**src/rtl/dac_serial_multicanal_if.sv**
```systemverilog
// Parallel sample side and serial DAC pin side of the multi-channel DAC transmitter.
interface dac_serial_multicanal_if #(
  parameter int DATA_W = 12,
  parameter int CH_N   = 2
);
  logic [CH_N*DATA_W-1:0] Data_In;
  logic [CH_N-1:0]        Ch_En;
  logic                   Rx_Listo;
  logic                   Busy;
  logic                   Done;
  logic                   Overrun;
  logic                   Sclk;
  logic                   Sync;
  logic                   Data_Out;

  // Sample producer (filter/equaliser side).
  modport master (
    output Data_In, Ch_En, Rx_Listo,
    input  Busy, Done, Overrun, Sclk, Sync, Data_Out
  );

  // Transmitter.
  modport slave (
    input  Data_In, Ch_En, Rx_Listo,
    output Busy, Done, Overrun, Sclk, Sync, Data_Out
  );
endinterface

```
**src/rtl/dac_serial_multicanal.sv**
```systemverilog
// Multi-channel serial DAC transmitter: latches one sample per channel on a
// strobe, then sends each enabled channel as a Sync-framed word, MSB first,
// on a serial clock divided down from Clk.
module dac_serial_multicanal #(
  parameter int DATA_W   = 12,
  parameter int CH_N     = 2,
  parameter int CH_IDX_W = 2,
  parameter int FRAME_W  = 16,
  parameter int CLK_DIV  = 4,
  parameter int GAP_CYC  = 2
) (
  input  logic                     Clk,
  input  logic                     Rst,
  dac_serial_multicanal_if.slave   bus
);

  localparam int IDX_W = $clog2(CH_N + 1);
  localparam int DIV_W = (CLK_DIV > 1) ? $clog2(CLK_DIV) : 1;
  localparam int BIT_W = $clog2(FRAME_W + 1);
  localparam int GAP_W = (GAP_CYC > 1) ? $clog2(GAP_CYC) : 1;

  typedef enum logic [2:0] {S_IDLE, S_SCAN, S_SHIFT, S_GAP, S_DONE} state_t;

  state_t                 state, next_state;
  logic [CH_N*DATA_W-1:0] buf_data;
  logic [CH_N-1:0]        buf_en;
  logic [IDX_W-1:0]       ch_idx;
  logic                   scan_hit;
  logic [IDX_W-1:0]       scan_ch;
  logic [FRAME_W-1:0]     frame;
  logic [FRAME_W-1:0]     shreg;
  logic [DIV_W-1:0]       div_cnt;
  logic [BIT_W-1:0]       bit_cnt;
  logic [GAP_W-1:0]       gap_cnt;
  logic                   sclk_r, sync_r, data_out_r, overrun_r;
  logic                   div_wrap, last_rise, gap_end;

  assign div_wrap  = (div_cnt == DIV_W'(CLK_DIV - 1));
  assign last_rise = div_wrap && !sclk_r && (bit_cnt == BIT_W'(FRAME_W));
  assign gap_end   = (gap_cnt == GAP_W'(GAP_CYC - 1));

  // Lowest enabled channel at or above the current index, and its frame word.
  always_comb begin
    // NOTE: every combinational output gets a default first, so no path leaves it unassigned and infers a latch.
    scan_hit = 1'b0;
    scan_ch  = '0;
    for (int k = CH_N - 1; k >= 0; k--) begin
      if (buf_en[k] && (k >= int'(ch_idx))) begin
        scan_hit = 1'b1;
        scan_ch  = IDX_W'(k);
      end
    end
    frame = FRAME_W'({CH_IDX_W'(scan_ch), buf_data[scan_ch*DATA_W +: DATA_W]});
  end

  // FSM state register.
  always_ff @(posedge Clk) begin
    // NOTE: sequential state uses non-blocking assignments so every register samples pre-edge values.
    if (!Rst) state <= S_IDLE;
    else      state <= next_state;
  end

  // FSM next-state logic.
  always_comb begin
    next_state = state;
    unique case (state)
      S_IDLE:  if (bus.Rx_Listo) next_state = S_SCAN;
      S_SCAN:  next_state = scan_hit ? S_SHIFT : S_DONE;
      S_SHIFT: if (last_rise) next_state = S_GAP;
      S_GAP:   if (gap_end) next_state = S_SCAN;
      S_DONE:  next_state = S_IDLE;
      default: next_state = S_IDLE;
    endcase
  end

  // FSM outputs: Busy covers everything from accept through the Done cycle.
  always_comb begin
    bus.Busy = (state != S_IDLE);
    bus.Done = (state == S_DONE);
  end

  // Sample holding buffer, loaded only on accept.
  always_ff @(posedge Clk) begin
    // NOTE: the data buffer has no reset; it is always written on accept before it is read.
    if (state == S_IDLE && bus.Rx_Listo) begin
      buf_data <= bus.Data_In;
      buf_en   <= bus.Ch_En;
    end
  end

  // Serial datapath: divider, bit/gap counters, shift register and pin registers.
  always_ff @(posedge Clk) begin
    if (!Rst) begin
      ch_idx     <= '0;
      shreg      <= '0;
      div_cnt    <= '0;
      bit_cnt    <= '0;
      gap_cnt    <= '0;
      sclk_r     <= 1'b1;
      sync_r     <= 1'b1;
      data_out_r <= 1'b0;
      overrun_r  <= 1'b0;
    end else begin
      overrun_r <= bus.Rx_Listo && (state != S_IDLE);
      unique case (state)
        S_IDLE: if (bus.Rx_Listo) ch_idx <= '0;
        S_SCAN: begin
          div_cnt <= '0;
          bit_cnt <= '0;
          gap_cnt <= '0;
          if (scan_hit) begin
            ch_idx     <= scan_ch;
            shreg      <= frame;
            data_out_r <= frame[FRAME_W-1];
            sync_r     <= 1'b0;
          end
        end
        S_SHIFT: begin
          if (div_wrap) begin
            div_cnt <= '0;
            if (sclk_r) begin
              // Falling edge: the DAC samples the current bit.
              sclk_r  <= 1'b0;
              bit_cnt <= bit_cnt + 1'b1;
            end else if (last_rise) begin
              sclk_r     <= 1'b1;
              sync_r     <= 1'b1;
              data_out_r <= 1'b0;
            end else begin
              // Rising edge: present the next bit.
              sclk_r     <= 1'b1;
              shreg      <= {shreg[FRAME_W-2:0], 1'b0};
              data_out_r <= shreg[FRAME_W-2];
            end
          end else begin
            div_cnt <= div_cnt + 1'b1;
          end
        end
        S_GAP: begin
          gap_cnt <= gap_cnt + 1'b1;
          if (gap_end) ch_idx <= ch_idx + 1'b1;
        end
        default: ;
      endcase
    end
  end

  assign bus.Sclk     = sclk_r;
  assign bus.Sync     = sync_r;
  assign bus.Data_Out = data_out_r;
  assign bus.Overrun  = overrun_r;

endmodule

```
**src/flat_wrapper.sv**
```systemverilog
// flat-port wrapper written by rule: the top's interface ports become plain ports
module dac_serial_multicanal_flat 
#(
  parameter int DATA_W   = 12,
  parameter int CH_N     = 2,
  parameter int CH_IDX_W = 2,
  parameter int FRAME_W  = 16,
  parameter int CLK_DIV  = 4,
  parameter int GAP_CYC  = 2
)
  (Clk, Rst, bus_Data_In, bus_Ch_En, bus_Rx_Listo, bus_Busy, bus_Done, bus_Overrun, bus_Sclk, bus_Sync, bus_Data_Out);
  dac_serial_multicanal_if #(.DATA_W(DATA_W), .CH_N(CH_N)) bus_i ();
  input  logic Clk;
  input  logic Rst;
  input wire logic [$bits(bus_i.Data_In)-1:0] bus_Data_In;
  input wire logic [$bits(bus_i.Ch_En)-1:0] bus_Ch_En;
  input wire logic [$bits(bus_i.Rx_Listo)-1:0] bus_Rx_Listo;
  output wire logic [$bits(bus_i.Busy)-1:0] bus_Busy;
  output wire logic [$bits(bus_i.Done)-1:0] bus_Done;
  output wire logic [$bits(bus_i.Overrun)-1:0] bus_Overrun;
  output wire logic [$bits(bus_i.Sclk)-1:0] bus_Sclk;
  output wire logic [$bits(bus_i.Sync)-1:0] bus_Sync;
  output wire logic [$bits(bus_i.Data_Out)-1:0] bus_Data_Out;
  assign bus_i.Data_In = bus_Data_In;
  assign bus_i.Ch_En = bus_Ch_En;
  assign bus_i.Rx_Listo = bus_Rx_Listo;
  assign bus_Busy = bus_i.Busy;
  assign bus_Done = bus_i.Done;
  assign bus_Overrun = bus_i.Overrun;
  assign bus_Sclk = bus_i.Sclk;
  assign bus_Sync = bus_i.Sync;
  assign bus_Data_Out = bus_i.Data_Out;
  dac_serial_multicanal #(.DATA_W(DATA_W), .CH_N(CH_N), .CH_IDX_W(CH_IDX_W), .FRAME_W(FRAME_W), .CLK_DIV(CLK_DIV), .GAP_CYC(GAP_CYC)) u_core (.Clk(Clk), .Rst(Rst), .bus(bus_i));
endmodule
```
**config.mk**
```make
export PLATFORM = sky130hd
export DESIGN_NAME = dac_serial_multicanal_flat
export DESIGN_NICKNAME = d
export VERILOG_FILES = /design/src/rtl/dac_serial_multicanal_if.sv /design/src/rtl/dac_serial_multicanal.sv /design/src/flat_wrapper.sv
export SDC_FILE = /design/constraint.sdc
export NUM_CORES = 1
export LEC_CHECK = 0
export ABC_AREA = 1
export CAP_MARGIN = 20
export CORE_ASPECT_RATIO = 1.2
export CORE_MARGIN = 10
export CORE_UTILIZATION = 55
export DETAILED_ROUTE_END_ITERATION = 7
export PLACE_DENSITY = 0.88
export SLEW_MARGIN = 10
export SYNTH_ARGS = -nofsm -noshare
export SYNTH_HDL_FRONTEND = slang
export SYNTH_SLANG_ARGS = --single-unit
```
**constraint.sdc**
```tcl
create_clock -name Clk -period 6 [get_ports Clk]
set_clock_uncertainty 0.05 [all_clocks]
set_input_delay 0.9 -clock Clk [delete_from_list [all_inputs] [get_ports Clk]]
set_output_delay 0.9 -clock Clk [all_outputs]
set_load 0.03 [all_outputs]
```
; ---- Word level (Yosys, flattened, before mapping)
; Cells that the tools add are included.
; W data, S select, Z words.
[word_totals]
in_bits = 29
output_inout_bits = 6
word_cells = 87
reg_bits = 58
[op_classes]
eq_ne = 14
muxes = 34
mul = 1
n_reduce_logical = 19
shifts = 1
magnitude_cmp = 2
add_sub_neg = 4
[ops]
columns = op, count
row1 = $mux W15, 4
row2 = $pmux W15 S2, 1
row3 = $shiftx A24 B7 Y12, 1
row4 = $mux W1, 12
row5 = $mux W3, 4
row6 = $pmux W3 S4, 1
row7 = $mux W5, 2
row8 = $ne A2 B1 Y1 const B, 5
row9 = $pmux W5 S2, 1
row10 = $reduce_and A5 Y1, 2
row11 = $mux W2, 4
row12 = $reduce_and A4 Y1, 2
row13 = $eq A3 B2 Y1 const B, 2
row14 = $logic_and A1 B1 Y1, 6
row15 = $ne A2 B2 Y1 const B, 3
row16 = $pmux W1 S2, 3
row17 = $pmux W2 S3, 1
row18 = $reduce_and A3 Y1, 2
row19 = $reduce_bool A3 Y1, 2
row20 = $add A5 B1 Y5 const B, 1
row21 = $eq A5 B5 Y1 const B, 1
row22 = $add A2 B1 Y2 const B, 2
row23 = $ge A1 B2 Y1 const A, 2
row24 = $pmux W2 S2, 1
row25 = 9 further kinds, 10

; ---- Logic depth before layout (Yosys ltp)
[logic_depth]
depth_word = 8
ltp_mapped = 13
mapped_depth_nobuf = 12

; ---- Worst setup path before layout
; No wires, ideal clock.
[synth_path]
path_type = input-to-reg
start = in bus_Rx_Listo
end = reg u_core.buf_data[0] (enable)
setup_ns = 0.409
t_required_ns = 5.541
cell_stages = 2
path_buffers = 0
slack_ns = 3.474
t_arrival_ns = 2.067
cell_sequence = inv_1 -> nor2_1
[synth_between]
elab_chain_cells = 1
[synth_rtl]
columns = item, line
row1 = from (decl), flat_wrapper.sv:17  ; input wire logic [$bits(bus_i.Rx_Listo)-1:0] bus_Rx_Listo;
row2 = $logic_and A1 B1 Y1, dac_serial_multicanal.sv:85  ; if (state == S_IDLE && bus.Rx_Listo) begin
row3 = to (signal assigned), dac_serial_multicanal.sv:86  ; buf_data <= bus.Data_In;
row4 = to (decl), dac_serial_multicanal.sv:25  ; logic [CH_N*DATA_W-1:0] buf_data;
; No other way between the ends.
; A chain may end at the register's enable or synchronous reset.

; ---- Worst setup path after layout
[layout_path]
start = reg u_core.state[1]
end = out bus_Busy
[layout_between]
elab_chain_cells = 1
[layout_rtl]
columns = item, line
row1 = from (decl), dac_serial_multicanal.sv:24  ; state_t state, next_state;
row2 = from (signal assigned), dac_serial_multicanal.sv:60  ; else state <= next_state;
row3 = $reduce_bool A3 Y1, dac_serial_multicanal.sv:78  ; bus.Busy = (state != S_IDLE);
row4 = to (decl), flat_wrapper.sv:18  ; output wire logic [$bits(bus_i.Busy)-1:0] bus_Busy;
; No other way between the ends.

==> metrics.cfg <==
[run_status]
outcome = completed

[power]
p_leak_nw = 1.36
power_density_nw_per_um2 = 478
irDropWorstVdd_mv = 0.280

[timing]
rsz0062_at_grt = no
fin_crit_sh_pct = 45.5
setup_viol = 0
fin_crit_ns = 2.73
tns_ns = 0
slew_headroom_pct = 40.6
tightest_slew_ns = 0.889
fin_ws_ns = 3.27
drv_slew = 0
fmax_mhz = 366
hold_viol_final = 0

[critical_path]
startpoint = u_core.state[1]
path_cells = nor3_1, inv_1, clkdlybuf4s50_1
timing.rr.start = u_core.ch_idx[0]
crit_end = bus_Busy
start_kind = flip-flop
rr_endpoint = u_core.shreg[4]
reg2reg_depth = 9
r2r_slack_ns = 3.74
end_kind = primary output
crit_path_max_fanout = 7
arrival_ns = 1.78
slowest_delay_ns = 0.61
worstPathRequired_ns = 5.05
critPathSlowestCell = clkdlybuf4s50_1
worstSetupPathType = flip-flop to primary output

[placed_design]
gp_routability_congestion = 0.820
port-buffer-count = 34
hpwl_um = 3440
pre_cts_ws_ns = 3.20

[routing]
antenna_left = 0
post_drt_wl_per_cell_um = 12.0
vias = 2144
drt_iter0_drc = 109
routed_wl_um = 5140
via_per_inst = 5.00
dr.pass1.iters = 4
drc = 0

[cells_and_area]
area_delta_synth_final_pct = 20.8
fin_util_pct = 69.5
nNetsFinal = 400
fillers = 366
final_layout_size_suffix_gt1_share_pct = 7.01
insertedDiodeCount = 0
regArea_sq_um = 1420
multiInputGateArea_sq_um = 1030

[logic_synthesis]
avgSynthCellArea_sq_um = 8.02
synth_top_cell_area_share_pct = 29.3
yosys.area_share.xor_xnor_pct = 0.329
synth_nets = 366
yosysTopAreaCell = edfxtp_1
yosys_register_bits = 58
synth_top_family_by_area = simple AND/OR/NAND/NOR gates
synth_cell_types = 25
yosysWarnings = 0
synthCells = 332
synthSimpleGateAreaFrac_pct = 30.2
netlist_area_sq_um = 2660
synthAdderAreaFrac_pct = 2.35
synth_area_leaders = edfxtp_1 (29%), dfxtp_1 (24%), nand2_1 (14%)
ys_seq_area_share_pct = 53.4
synth_compound_area_share_pct = 5.64
synthMuxAreaShare_pct = 0

[worst_hold_path]
hold_class = flip-flop to flip-flop

[clocking]
cts_setup_buffers = 0
htree_levels = 3
path_clk_slew_ns = 0.06
cts_buffer_depth = 2
clk_latency_ns = 0.32
cts_tree = done
clock-root-buffer = clkbuf_8
numCtsBuffers = 9
cts_resized = 0
hold_buffers = 0
clock_sinks = 58

[die]
design.core.area_sq_um = 4630
rows = 27
die_y_um = 96.2
dieArea_sq_um = 8040
start_util_pct = 57.6
ios = 35
die_x_um = 83.5

[grt]
grt_pass1_vias = 2065
grt_pass1_wl_um = 8700
grt_max_degree = 31
grtUsageMet1_pct = 13.1
grtUsageMet2_pct = 24.2
grtUsageMet3_pct = 3.72
overflow = 0
busiest_layer = met2
grt.total_usage_pct = 13.1
antenna_found_initial = 0

[run]
drv_cap = 0

through the flow:
| step | power (W) | hold WS (ns) | cells | area [sq um] |
|---|---|---|---|---|
| after floorplan | 0.00106 | 0.379 | 332 | 2660 |
| after CTS | 0.00154 | 0.424 | 428 | 3200 |
| final | 0.00154 | 0.417 | 429 | 3220 |
| after detailed placement | 0.00118 | 0.407 | 412 | 3010 |
| after global placement | 0.00115 | 0.397 | 412 | 3010 |
| after global routing | 0.00165 | 0.445 | 429 | 3220 |
routing by layer:
layer | wire length, um | up-vias
li1 | - | 1114
met1 | 2150 | 973
met2 | 2640 | 46
met3 | 241 | 11
met4 | 110 | 0
met5 | 0 | -
state kept, by name, summed over array words and instances (netlist names):
signal,count
u_core.buf_data,24
u_core.shreg,15
u_core.bit_cnt,5
u_core.state,3
u_core.buf_en,2
u_core.ch_idx,2
u_core.div_cnt,2
u_core.bus.Data_Out,1
u_core.bus.Overrun,1
u_core.bus.Sclk,1
u_core.bus.Sync,1
u_core.gap_cnt,1
layout make-up:
cell class,instances,share of cell area (%)
Sequential cell,58,44.2
Tap cell,58,2.26
Clock buffer,14,5.05
Clock inverter,2,1.09
Timing Repair Buffer,35,11.0
Inverter,38,4.43
Multi-Input combinational cell,224,32.0
synth_stat cells, drive strengths merged:
library cell  number
dfxtp             32
a21oi             22
clkbuf             5
nor3               5
nor2              53
a22oi              1
inv               38
buf                7
o211ai             1
o21ai              5
nand2            103
ha                 5
xor2               1
edfxtp            26
nand3             28
how the worst min path moves through the flow:
stage / endpoint / cells after the start / slack [ns] / startpoint
2_1_floorplan: u_core.div_cnt[0] / 1 / 0.38 / u_core.div_cnt[0]
3_3_place_gp: u_core.div_cnt[0] / 1 / 0.40 / u_core.div_cnt[0]
3_5_place_dp: u_core.bus.Sync / 2 / 0.41 / u_core.bus.Sync
4_1_cts: u_core.div_cnt[0] / 1 / 0.42 / u_core.div_cnt[0]
5_1_grt: u_core.bus.Sync / 2 / 0.45 / u_core.bus.Sync
6_report: u_core.bus.Sync / 2 / 0.42 / u_core.bus.Sync
power breakdown:
group / internal (W) / total, W / switching [W] / leakage [nW]
registers: 0.000532 / 0.000584 / 0.0000525 / 0.507
clock network: 0.000214 / 0.000356 / 0.000141 / 0.101
logic: 0.000201 / 0.000597 / 0.000396 / 0.756
cell usage in the layout, fill, tap and decap left out:
cell type / Yosys / layout
nand2_1: 101 / 101
nor2_1: 50 / 49
inv_1: 34 / 34
clkdlybuf4s50_1: 0 / 34
dfxtp_1: 32 / 32
nand3_1: 26 / 26
edfxtp_1: 26 / 26
a21oi_1: 22 / 22
clkbuf_8: 0 / 11
nor3_1: 5 / 5
o21ai_0: 5 / 5
ha_1: 5 / 5
inv_2: 4 / 4
clkbuf_1: 5 / 3
nor2_2: 1 / 2
nand3_4: 1 / 1
nand3_2: 1 / 1
nor2_4: 1 / 1
nor2_8: 1 / 1
nand2_2: 1 / 1
nand2_4: 1 / 1
a22oi_1: 1 / 1
o211ai_1: 1 / 1
xor2_1: 1 / 1
clkinv_2: 0 / 1
bufinv_16: 0 / 1
buf_8: 0 / 1
worst max-delay path, delay by kind of cell (launching register included):
kind | cells | cell delay [ns]
flip-flops | 1 | 0.39
AND/OR/NAND/NOR | 1 | 0.34
buffers and inverters | 2 | 0.72
kinds of logic after synthesis:
logic type	Yosys count
AO/OA/AOI/OAI	29
XOR/XNOR	1
adder cells (fa/ha/maj)	5
buffers and inverters	50
flip-flops	58
AND/OR/NAND/NOR	189
(Power assumes the default switching activity.)
